<file path="config.mk">
export PLATFORM = sky130hd
export DESIGN_NAME = sata_phy_tx_prim_scheduler_flat
export DESIGN_NICKNAME = d
export VERILOG_FILES = /design/src/rtl/sata_phy_tx_prim_scheduler_if.sv /design/src/rtl/sata_phy_tx_prim_scheduler.sv /design/src/flat_wrapper.sv
export SDC_FILE = /design/constraint.sdc
export NUM_CORES = 1
export LEC_CHECK = 0
export ABC_AREA = 1
export CAP_MARGIN = 40
export CORE_UTILIZATION = 30
export DETAILED_ROUTE_END_ITERATION = 7
export SLEW_MARGIN = 20
export SYNTH_ARGS = -nofsm -noshare
export SYNTH_HDL_FRONTEND = slang
export SYNTH_SLANG_ARGS = --single-unit
</file>
<file path="constraint.sdc">
create_clock -name clk -period 3.1 [get_ports clk]
set_input_delay 0.31 -clock clk [delete_from_list [all_inputs] [get_ports clk]]
set_output_delay 0.31 -clock clk [all_outputs]
set_load 0.005 [all_outputs]
</file>
<file path="src/rtl/sata_phy_tx_prim_scheduler_if.sv">
// Bundle between the link layer, the transceiver TX path and the primitive
// scheduler.
//   link_tx_data/link_tx_datak : dword and primitive flag from the link layer
//   link_tx_ready              : the dword is accepted on this cycle
//   phy_ready                  : transceiver TX is usable
//   phy_tx_data/phy_tx_datak   : registered dword and flag to the transceiver
//   stat_cont_active           : the scheduler is emitting CONT junk
// The master modport is the link/transceiver side. The slave modport is the
// scheduler.
interface sata_phy_tx_prim_scheduler_if;
  logic [31:0] link_tx_data;
  logic        link_tx_datak;
  logic        link_tx_ready;
  logic        phy_ready;
  logic [31:0] phy_tx_data;
  logic        phy_tx_datak;
  logic        stat_cont_active;

  modport master (
    output link_tx_data, link_tx_datak, phy_ready,
    input  link_tx_ready, phy_tx_data, phy_tx_datak, stat_cont_active
  );

  modport slave (
    input  link_tx_data, link_tx_datak, phy_ready,
    output link_tx_ready, phy_tx_data, phy_tx_datak, stat_cont_active
  );
endinterface

</file>
<file path="src/rtl/sata_phy_tx_prim_scheduler.sv">
// Transmit scheduler on the PHY side, placed between the link layer and the
// transceiver.
// - Inserts ALIGN_BURST ALIGN primitives every ALIGN_PERIOD cycles.
// - Forces ALIGN while phy_ready is low.
// - Applies CONT suppression to repeated primitives.
// - phy_tx_* outputs are registered, with 1-cycle latency.
// Ports:
//   clk, reset : clock, and an asynchronous active-high reset
//   bus        : slave modport of sata_phy_tx_prim_scheduler_if
module sata_phy_tx_prim_scheduler #(
  parameter int unsigned ALIGN_PERIOD = 256,
  parameter int unsigned ALIGN_BURST  = 2,
  parameter bit          CONT_ENA     = 1'b1
) (
  input logic                           clk,
  input logic                           reset,
  sata_phy_tx_prim_scheduler_if.slave   bus
);

  localparam logic [31:0] PrimAlign = 32'h7B4A4ABC;
  localparam logic [31:0] PrimCont  = 32'h9999AA7C;
  localparam logic [31:0] PrimSof   = 32'h3737B57C;
  localparam logic [31:0] PrimEof   = 32'hD5D5B57C;
  localparam logic [31:0] LfsrSeed  = 32'hC2D2768D;
  // Galois taps for x^32+x^22+x^2+x+1 (the x^32 term is the shifted-out bit).
  localparam logic [31:0] LfsrTaps  = 32'h00400007;
  localparam int unsigned CntW      = $clog2(ALIGN_PERIOD);

  typedef enum logic [1:0] {StIdle, StOne, StTwo, StJunk} cont_state_e;

  cont_state_e       state_q, state_d;
  logic [CntW-1:0]   slot_cnt_q, slot_cnt_d;
  logic [31:0]       last_prim_q, last_prim_d;
  logic [31:0]       lfsr_q, lfsr_d;
  logic [31:0]       tx_data_q, tx_data_d;
  logic              tx_datak_q, tx_datak_d;
  logic              align_slot;
  logic              eligible;
  logic [31:0]       lfsr_next;

  assign align_slot = slot_cnt_q < CntW'(ALIGN_BURST);

  assign eligible = bus.link_tx_datak &&
                    (bus.link_tx_data != PrimAlign) && (bus.link_tx_data != PrimCont) &&
                    (bus.link_tx_data != PrimSof)   && (bus.link_tx_data != PrimEof);

  assign lfsr_next = {lfsr_q[30:0], 1'b0} ^ (lfsr_q[31] ? LfsrTaps : 32'h0);

  always_comb begin
    slot_cnt_d  = '0;
    state_d     = state_q;
    last_prim_d = last_prim_q;
    lfsr_d      = lfsr_q;
    tx_data_d   = PrimAlign;
    tx_datak_d  = 1'b1;

    if (bus.phy_ready) begin
      slot_cnt_d = (slot_cnt_q == CntW'(ALIGN_PERIOD - 1)) ? '0 : slot_cnt_q + CntW'(1);
    end

    if (!bus.phy_ready) begin
      // The link is dead, so forget the repeat history. The LFSR keeps its state.
      state_d     = StIdle;
      last_prim_d = '0;
    end else if (!align_slot) begin
      // Dword accepted. During align slots all CONT state stays frozen.
      tx_data_d  = bus.link_tx_data;
      tx_datak_d = bus.link_tx_datak;
      if (!CONT_ENA || !eligible) begin
        state_d = StIdle;
      end else if ((state_q == StIdle) || (bus.link_tx_data != last_prim_q)) begin
        last_prim_d = bus.link_tx_data;
        state_d     = StOne;
      end else begin
        case (state_q)
          StOne: state_d = StTwo;
          StTwo: begin
            tx_data_d = PrimCont;
            state_d   = StJunk;
          end
          StJunk: begin
            tx_data_d  = lfsr_q;
            tx_datak_d = 1'b0;
            lfsr_d     = lfsr_next;
          end
          default: state_d = StIdle;
        endcase
      end
    end
  end

  always_ff @(posedge clk or posedge reset) begin
    if (reset) begin
      state_q     <= StIdle;
      slot_cnt_q  <= '0;
      last_prim_q <= '0;
      lfsr_q      <= LfsrSeed;
      tx_data_q   <= PrimAlign;
      tx_datak_q  <= 1'b1;
    end else begin
      state_q     <= state_d;
      slot_cnt_q  <= slot_cnt_d;
      last_prim_q <= last_prim_d;
      lfsr_q      <= lfsr_d;
      tx_data_q   <= tx_data_d;
      tx_datak_q  <= tx_datak_d;
    end
  end

  assign bus.link_tx_ready    = bus.phy_ready & ~align_slot;
  assign bus.phy_tx_data      = tx_data_q;
  assign bus.phy_tx_datak     = tx_datak_q;
  assign bus.stat_cont_active = (state_q == StJunk);

endmodule

</file>
<file path="src/flat_wrapper.sv">
// flat-port wrapper written by rule: the top's interface ports become plain ports
module sata_phy_tx_prim_scheduler_flat 
#(
  parameter int unsigned ALIGN_PERIOD = 256,
  parameter int unsigned ALIGN_BURST  = 2,
  parameter bit          CONT_ENA     = 1'b1
)
  (clk, reset, bus_link_tx_data, bus_link_tx_datak, bus_phy_ready, bus_link_tx_ready, bus_phy_tx_data, bus_phy_tx_datak, bus_stat_cont_active);
  sata_phy_tx_prim_scheduler_if bus_i ();
  input logic clk;
  input logic reset;
  input wire logic [$bits(bus_i.link_tx_data)-1:0] bus_link_tx_data;
  input wire logic [$bits(bus_i.link_tx_datak)-1:0] bus_link_tx_datak;
  input wire logic [$bits(bus_i.phy_ready)-1:0] bus_phy_ready;
  output wire logic [$bits(bus_i.link_tx_ready)-1:0] bus_link_tx_ready;
  output wire logic [$bits(bus_i.phy_tx_data)-1:0] bus_phy_tx_data;
  output wire logic [$bits(bus_i.phy_tx_datak)-1:0] bus_phy_tx_datak;
  output wire logic [$bits(bus_i.stat_cont_active)-1:0] bus_stat_cont_active;
  assign bus_i.link_tx_data = bus_link_tx_data;
  assign bus_i.link_tx_datak = bus_link_tx_datak;
  assign bus_i.phy_ready = bus_phy_ready;
  assign bus_link_tx_ready = bus_i.link_tx_ready;
  assign bus_phy_tx_data = bus_i.phy_tx_data;
  assign bus_phy_tx_datak = bus_i.phy_tx_datak;
  assign bus_stat_cont_active = bus_i.stat_cont_active;
  sata_phy_tx_prim_scheduler #(.ALIGN_PERIOD(ALIGN_PERIOD), .ALIGN_BURST(ALIGN_BURST), .CONT_ENA(CONT_ENA)) u_core (.clk(clk), .reset(reset), .bus(bus_i));
endmodule
</file>
==> flow_results.org, run 1 <==
** Place
- Placed Instances :: 1,168
- In this run the cell area measured after placement is 7090 um^2.
- Last weighted congestion value of the routability-driven placer :: 0.980
- IO Port Bufs :: 70
- After legalization and detailed placement, the total HPWL measured 13,500 um.
- Before CTS, the worst setup slack after placement is 0.420 ns.

** Power and ir drop
- Clock Power Share :: 40.0%
- The design draws 3290 uW.
- In this run, the combinational gates consume 14.8% of the power.
- Peak supply drop :: 294 uV
- P_leak :: 0.00377 uW
- Reg power frac :: 45.2%
- Of the total power, the share spent switching nets is 27.6%.
- For this design the ratio of total power to cell area is 444 nW/um^2.
- P_int :: 2380 uW
- For this design the total switching power over the nets is 908 uW.

** CTS
- Clock-pin slew was measured on the worst setup and hold paths at 0.08 ns.
- Clock latency on the worst-skew pair, taken at its later pin, is 0.37 ns.
- After clock tree synthesis, the flow added hold-fix buffers numbering 0.
- Buffers inserted during clock tree synthesis total 9.
- H-tree depth reported by CTS :: 3
- Max clock buf depth :: 2
- Counting every sink on the clock net gives 107.
- In this run, post-CTS repair resized a total of 0 instances.
- The tree is rooted in a clkbuf_16.
- Buffer count from post-CTS setup fixing :: 0
- Clock tree from TritonCTS :: built

** Finish
- After routing the design area is 7420 um^2.
- Proportion of layout cells with a drive suffix above 1 :: 10.6%
- Once layout is complete, the cells apart from fillers number 1,184.
- 0 antenna diodes ended up in the layout.
- Fill cells in the final layout number 2,099.
- For this run, the post-layout net count is 954.
- Area added between synthesis and finish :: 22.4%

** Detailed routing
- Number of vias in the routed layout :: 5,680
- For this run, design rule violations remaining after detail routing come to 0.
- Once detail routing completed, the nets flagged for antenna violations numbered 0.
- Post-DR wirelength/cell :: 15.5 um
- Before antenna repair, the detailed router went through 5 iterations.
- Total detailed-routing wirelength :: 18,400 um
- Initial DRC count :: 500
- Via/cell ratio :: 4.80

** Die
- Placeable core region :: 19,700 um^2
- In this run the vertical extent of the chip is 144 um.
- From left edge to right edge, the die measures 144 um.
- The floorplan step defined a die boundary enclosing 20,800 um^2.
- The initial utilization of the core area, before any placement, comes to 30.9%.
- Number of rows created at floorplan :: 51
- 71 I/O pins were placed.

** Synth
- Yosys mapped a number of flops with a built-in enable equal to 0.
- After synthesis, the most frequently instantiated cells are nand2_1, nand3_1, nor2_1.
- In this run the biggest area consumer among cell types represents 30.1% of the synthesized area.
- Nets in the synthesized netlist :: 894
- Yosys attributes the largest share of cell area to dfrtp_1, nand2_1, dfstp_2, nand3_1, nor2_1.
- Of all cell types, the one taking the most synthesized area is dfrtp_1.
- Number of warnings printed during yosys synthesis :: 0
- Mean instance size in the synthesized netlist :: 7.10 um^2
- Synthesis instantiated 30 different standard cells from the library.
- Share of flip-flops with an asynchronous set or reset after synthesis :: 100%
- Post-synthesis cell count :: 854
- After synthesis the netlist holds a flip-flop and latch count of 107.
- Mapped cell area :: 6060 um^2
- Among all flip-flop cells after synthesis, the most frequent one is dfrtp_1.
- After synthesis, flip-flops and latches occupy 44.9% of the total area.
- By instance count, the leading cell after synthesis is nand2_1.

** Timing
- RSZ-0062 raised after global routing :: false
- Number of setup violations in the final report :: 0
- The final number of max-transition violations was 0.
- The clock arrives with 0.00958 ns of skew.
- After routing, the total negative slack on setup checks comes to 0 ns.
- For the pin with the worst max-slew slack, the measured transition is 0.684 ns.
- Setup slack closes at 0.736 ns.
- After layout, the minimum clock period comes to 2.36 ns.
- The number of endpoints with negative hold slack in the final report was 0.
- The worst path uses 76.3% of the clock period.
- Headroom to the max-slew limit :: 54.4%
- Maximum clock frequency :: 423 MHz

** GRT
- Global routing usage summed across all routing layers :: 18.5%
- Entering global routing, the biggest net connects 67 pins.
- Vias in the first global route :: 5,289
- The number of antenna violations at the first check in global routing came to 0.
- First-pass GRT wire length :: 29,000 um
- For this run the aggregate overflow at the end of global routing stands at 0.

** Critical path
- The worst setup path is of the input pin to flip-flop kind.
- Worst reg-to-reg path cell count :: 11
- For the worst setup path, the data required time is 3.36 ns.
- Crit end category :: flip-flop
- STA classifies the critical path startpoint as an input pin.
- Arrival time at the worst endpoint :: 2.63 ns
- Of all nets on the critical path, the largest fanout is 9.

** Outcome
- Result of the run :: finished, final reports clean

** Run
- Number of maximum-capacitance violations :: 0

** Min path
- The min-delay analysis places its worst path in the category input pin to async pin.
==> area by class of cell <==
| cell class | instances | area, um^2 | area share [%] |
|---|---|---|---|
| multi-input combinational | 634 | 2860 | 38.5 |
| sequential | 107 | 2720 | 36.6 |
| timing repair buffer | 92 | 916 | 12.3 |
| tap | 265 | 332 | 4.47 |
| inverter | 70 | 265 | 3.57 |
| clock buffer | 10 | 239 | 3.22 |
| clock inverter | 6 | 93.8 | 1.26 |
==> registers in the layout (all words and copies together) (netlist names) <==
name,count
u_core.bus.phy_tx_datak,1
u_core.last_prim_q,32
u_core.bus.phy_tx_data,32
u_core.lfsr_q,32
u_core.state_q,2
u_core.slot_cnt_q,8
==> cell families (layout without fill, tap and decap cells) <==
family / count (synthesis) / after routing / share of synthesized area [%]
compound gates: 24 / 24 / 1.98
buf+inv: 113 / 178 / 8.23
xor+xnor: 13 / 13 / 1.88
flops: 107 / 107 / 44.9
simple gates: 593 / 593 / 42.2
fa+ha+maj: 4 / 4 / 0.825
==> power by group through the flow <==
stage	clock [uW]	sequential, uW	combinational [uW]
final	1320	1490	487
after detailed placement	0	1510	489
after global routing	1390	1490	542
after floorplan	0	1510	259
after CTS	1330	1490	492
after global placement	0	1510	488
==> worst max-delay path, stage by stage <==
cell	delay, ns
clkdlybuf4s50_1	0.65
inv_2	0.10
nand2_1	0.09
nand2_1	0.06
nor2_1	0.11
nand2_1	0.08
nor2_1	0.13
nand3_2	0.15
nor2_8	0.20
buf_4	0.20
nand3_1	0.27
nor2_1	0.18
nor2_1	0.08
==> routing by layer <==
metal  GRT usage [%]  share of wire [%]
met4            7.26                2.1
met3            2.52                4.5
met1            25.7                 47
met5               0                  0
met2            29.1                 46
==> cell usage in the layout, fill, tap and decap left out, drive strengths merged <==
| master | netlist | layout |
|---|---|---|
| nand2 | 347 | 347 |
| xor2 | 6 | 6 |
| bufinv | 0 | 2 |
| nor3 | 3 | 3 |
| nand3b | 2 | 2 |
| inv | 70 | 73 |
| o21ai | 11 | 11 |
| nand3 | 112 | 112 |
| dfrtp | 73 | 73 |
| nor3b | 1 | 1 |
| ha | 4 | 4 |
| nand4 | 39 | 39 |
| clkdlybuf4s50 | 0 | 70 |
| dfstp | 34 | 34 |
| nor4 | 1 | 1 |
| a21oi | 13 | 13 |
| nor2 | 87 | 87 |
| buf | 26 | 22 |
| clkbuf | 17 | 10 |
| or2 | 1 | 1 |
| clkinv | 0 | 1 |
| xnor2 | 7 | 7 |
==> stage by stage <==
step	hold slack, ns	util, %
floorplan	0.418	-
global placement	0.454	36.1
detailed placement	0.459	36.1
CTS	0.435	37.8
global route	0.460	37.8
finish	0.404	37.8
==> path summary, 6_finish.rpt <==
path                       slack (ns)                 start                         end
min                              0.40                 reset        u_core.slot_cnt_q[3]
max                              0.74  bus_link_tx_data[11]  u_core.bus.phy_tx_data[23]
max reg2reg                      0.83     u_core.state_q[0]  u_core.bus.phy_tx_data[23]
min reg2reg                      0.47  u_core.slot_cnt_q[0]        u_core.slot_cnt_q[0]
min in group clk                 0.47  u_core.slot_cnt_q[0]        u_core.slot_cnt_q[0]
max in group asynchronous        1.86                 reset  u_core.bus.phy_tx_data[19]
Power figures use the tool's default switching activity.
==> run 2, diff against run 1 <==
==> constraint.sdc (replaced) <==
create_clock -name clk -period 2 [get_ports clk]
set_input_delay 0.2 -clock clk [delete_from_list [all_inputs] [get_ports clk]]
set_output_delay 0.2 -clock clk [all_outputs]
set_load 0.005 [all_outputs]
==> run 2 against run 1 <==
Hold slack lost 0.19 ns. Sequential share of layout area decreased by 4.2 points. Non-clock buffer count is 94 higher. Sequential power grew 55%. Critical path depth shrank 1. Die area did not move.
==> flow_results.org, run 2 (synthesis gave the netlist of run 1 again) <==
** Finish
- Commonest cells after routing, fill and taps aside :: nand2_1, nand3_1, buf_4, dfrtp_1, nor2_1
- The post-route netlist has 22.7% of its cells at a drive strength greater than 1.
- From synthesis to final layout, the design area changed by 38.3%.
- Leaving out fill and tap cells, the most frequent cell in the layout is nand2_1.
- The number of antenna diodes in the final layout is 0.
- For this run, the share of the core covered by cells in the final layout is 42.7%.
- Number of filler instances in the final layout :: 2,089
- At the end of the flow, the number of nets in the layout was 1,049.

** Detailed routing
- For this block, the via count after detailed routing is 6,047.
- The first routing iteration left 583 violations.
- Via/cell ratio :: 4.73
- Post-DR wirelength/cell :: 15.0 um
- Once detail routing completed, the nets flagged for antenna violations numbered 0.
- DRT Pass-1 Iters :: 5
- Total detailed-routing wirelength :: 19,100 um
- Residual DRC :: 0

** GRT
- The number of antenna violations at the first check in global routing was 0.
- Pin count of the biggest net entering global routing :: 66
- First-pass GRT wire length :: 30,500 um
- The number of global-route vias before repair was 5,776.
- Global routing consumed, over all layers together, 19.4% of the routing resources.
- Total overflow reported by the global router :: 0

** Power and ir drop
- In this run switching power makes up 28.2% of total power.
- Sequential cells account for 46.4% of the total power.
- Total power draw :: 4970 uW
- Combinational logic burns 18.5% of the power.
- P_int :: 3570 uW
- Peak supply drop :: 349 uV
- P_leak :: 0.00444 uW
- Per report_power, the clock group accounts for 35.0% of the total.
- Dividing total power by cell area gives a power density of 593 nW/um^2.
- Net switching power :: 1400 uW

** Critical path
- STA classifies the critical path endpoint as a flip-flop.
- Setup slack of the worst register-to-register path :: 0.01 ns
- For the worst setup path, the data required time is 2.30 ns.
- CP Class :: flip-flop to flip-flop
- Most frequent cell on the critical path :: nand2_1
- In this run the worst path has a maximum fanout of 7.
- Data on the critical path arrives at its endpoint at 2.29 ns.
- Among all stages on the critical path, the largest delay is contributed by dfrtp_1.
- STA classifies the critical path startpoint as a flip-flop.
- Traced cell by cell, the critical path runs through nand2_1, nand2_1, nor2_1, nand2_1, nor2_2, nand3_2, nor2_8, nand2_4, nor2_8, clkbuf_16, nand3_1, nand2_1.
- The largest single stage delay on the critical path is 0.42 ns.

** Place
- The count of buffers added on input and output ports is 70.
- Routability-driven placement finished with a final weighted congestion of 0.989.
- Post-detail-place hpwl :: 14,100 um

** Die
- Floorplan die area :: 20,800 um^2
- Number of I/O pins :: 71
- Number of rows created at floorplan :: 51
- After floorplanning, the core was sized to cover 19,700 um^2.
- Once the floorplan was initialized, standard cells occupied 30.9% of the core.
- The die is 144 um tall.
- Horiz. Die Dim :: 144 um

** CTS
- Total CTS buffers :: 9
- CTS root buffer :: clkbuf_16
- At the later pin of the worst-skew pair, clock insertion delay measures 0.36 ns.
- Clock transition at path regs :: 0.08 ns
- TritonCTS built the clock tree.
- The H-tree generated during clock tree synthesis spans 3 levels.
- Number of clock sinks seen by CTS :: 107
- Max clock buf depth :: 2
- After clock tree synthesis, the flow added hold-fix buffers numbering 0.

** Timing
- Crit path time final :: 1.99 ns
- RSZ-0062 raised after global routing :: true
- Setup violations remaining at the end of the flow were counted as 0.
- Derived from the worst setup path, the maximum achievable clock frequency is 504 MHz.
- The final number of max-transition violations was 0.
- For the pin with the worst max-slew slack, the measured transition is 0.448 ns.
- Headroom to the max-slew limit :: 70.2%
- Of the available clock period, the critical path in the final layout requires 99.3%.
- Clock Skew :: 0.0104 ns
- Number of hold-slack violations in the final timing report :: 0

** Run
- Number of maximum-capacitance violations :: 0

** Outcome
- The flow ran to the end, and the final reports show no timing, DRC or antenna violations.

** Min path
- The tightest min-delay check is of the input pin to flip-flop type.
run 2: cell types whose count changed in the layout (fill, tap and decap cells not counted), moves of 6 or more:
cell,previous run,this run
nand3_1,107,101
nand3_2,5,11
clkdlybuf4s50_1,70,49
nand2_2,1,15
nor2_1,83,72
nor2_2,0,11
buf_4,18,101
nand2_1,345,331
dlymetal6s2s_1,0,20
run 2: final timing paths:
check,startpoint,end,depth (start not counted)
max,u_core.last_prim_q[21],u_core.lfsr_q[31],12
min,bus_link_tx_data[15],u_core.last_prim_q[15],3
max reg2reg,u_core.last_prim_q[21],u_core.lfsr_q[31],12
min reg2reg,u_core.slot_cnt_q[0],u_core.slot_cnt_q[0],1
max in group asynchronous,reset,u_core.bus.phy_tx_data[19],3
min in group asynchronous,reset,u_core.lfsr_q[1],3
run 2: final cells by class:
type,count,area [um^2],area share [%]
clock buffer,11,243,2.90
clock inverter,5,43.8,0.522
inverter,70,267,3.18
multi-input combinational,635,3000,35.7
sequential,107,2720,32.4
tap,265,332,3.96
timing repair buffer,186,1780,21.3
run 2: worst max-delay path: cells and delay by family, from the launching register on:
kind	cells	cell delay, ns
buf+inv	1	0.19
flops	1	0.42
simple gates	11	1.30
run 2: repair_timing:
action | in CTS | in global routing
cloned | 0 | 4
endpoints found under the setup margin | 1 | 100
resized for setup | 3 | 63
setup buffers | 5 | 6
pin swaps | 2 | 14
run 2: stage by stage:
stage	hold WS, ns	setup TNS [ns]	cell area [um^2]	setup WS [ns]	cells
after floorplan	0.308	0	6070	0.301	854
after global placement	0.451	-26.11	7750	-0.302	1248
after detailed placement	0.456	-26.56	7750	-0.334	1248
after CTS	0.322	0	8080	0.0263	1269
after global routing	0.229	-3.82	8380	-0.145	1279
final	0.210	0	8380	0.0139	1279
run 2: metal layers:
metal	vias to the layer above	part of all wire (%)	GRT usage [%]
met3	29	4.3	2.09
li1	3014	-	-
met2	172	47	31.8
met5	-	0	0
met4	0	2.4	6.87
met1	2832	47	26.4
run 2: power by group through the flow:
| stage | combinational (uW) | clock, uW | sequential, uW |
|---|---|---|---|
| global placement | 887 | 0 | 2340 |
| global route | 1020 | 1880 | 2310 |
| floorplan | 401 | 0 | 2340 |
| finish | 921 | 1740 | 2310 |
| detailed placement | 889 | 0 | 2340 |
| CTS | 901 | 1790 | 2300 |
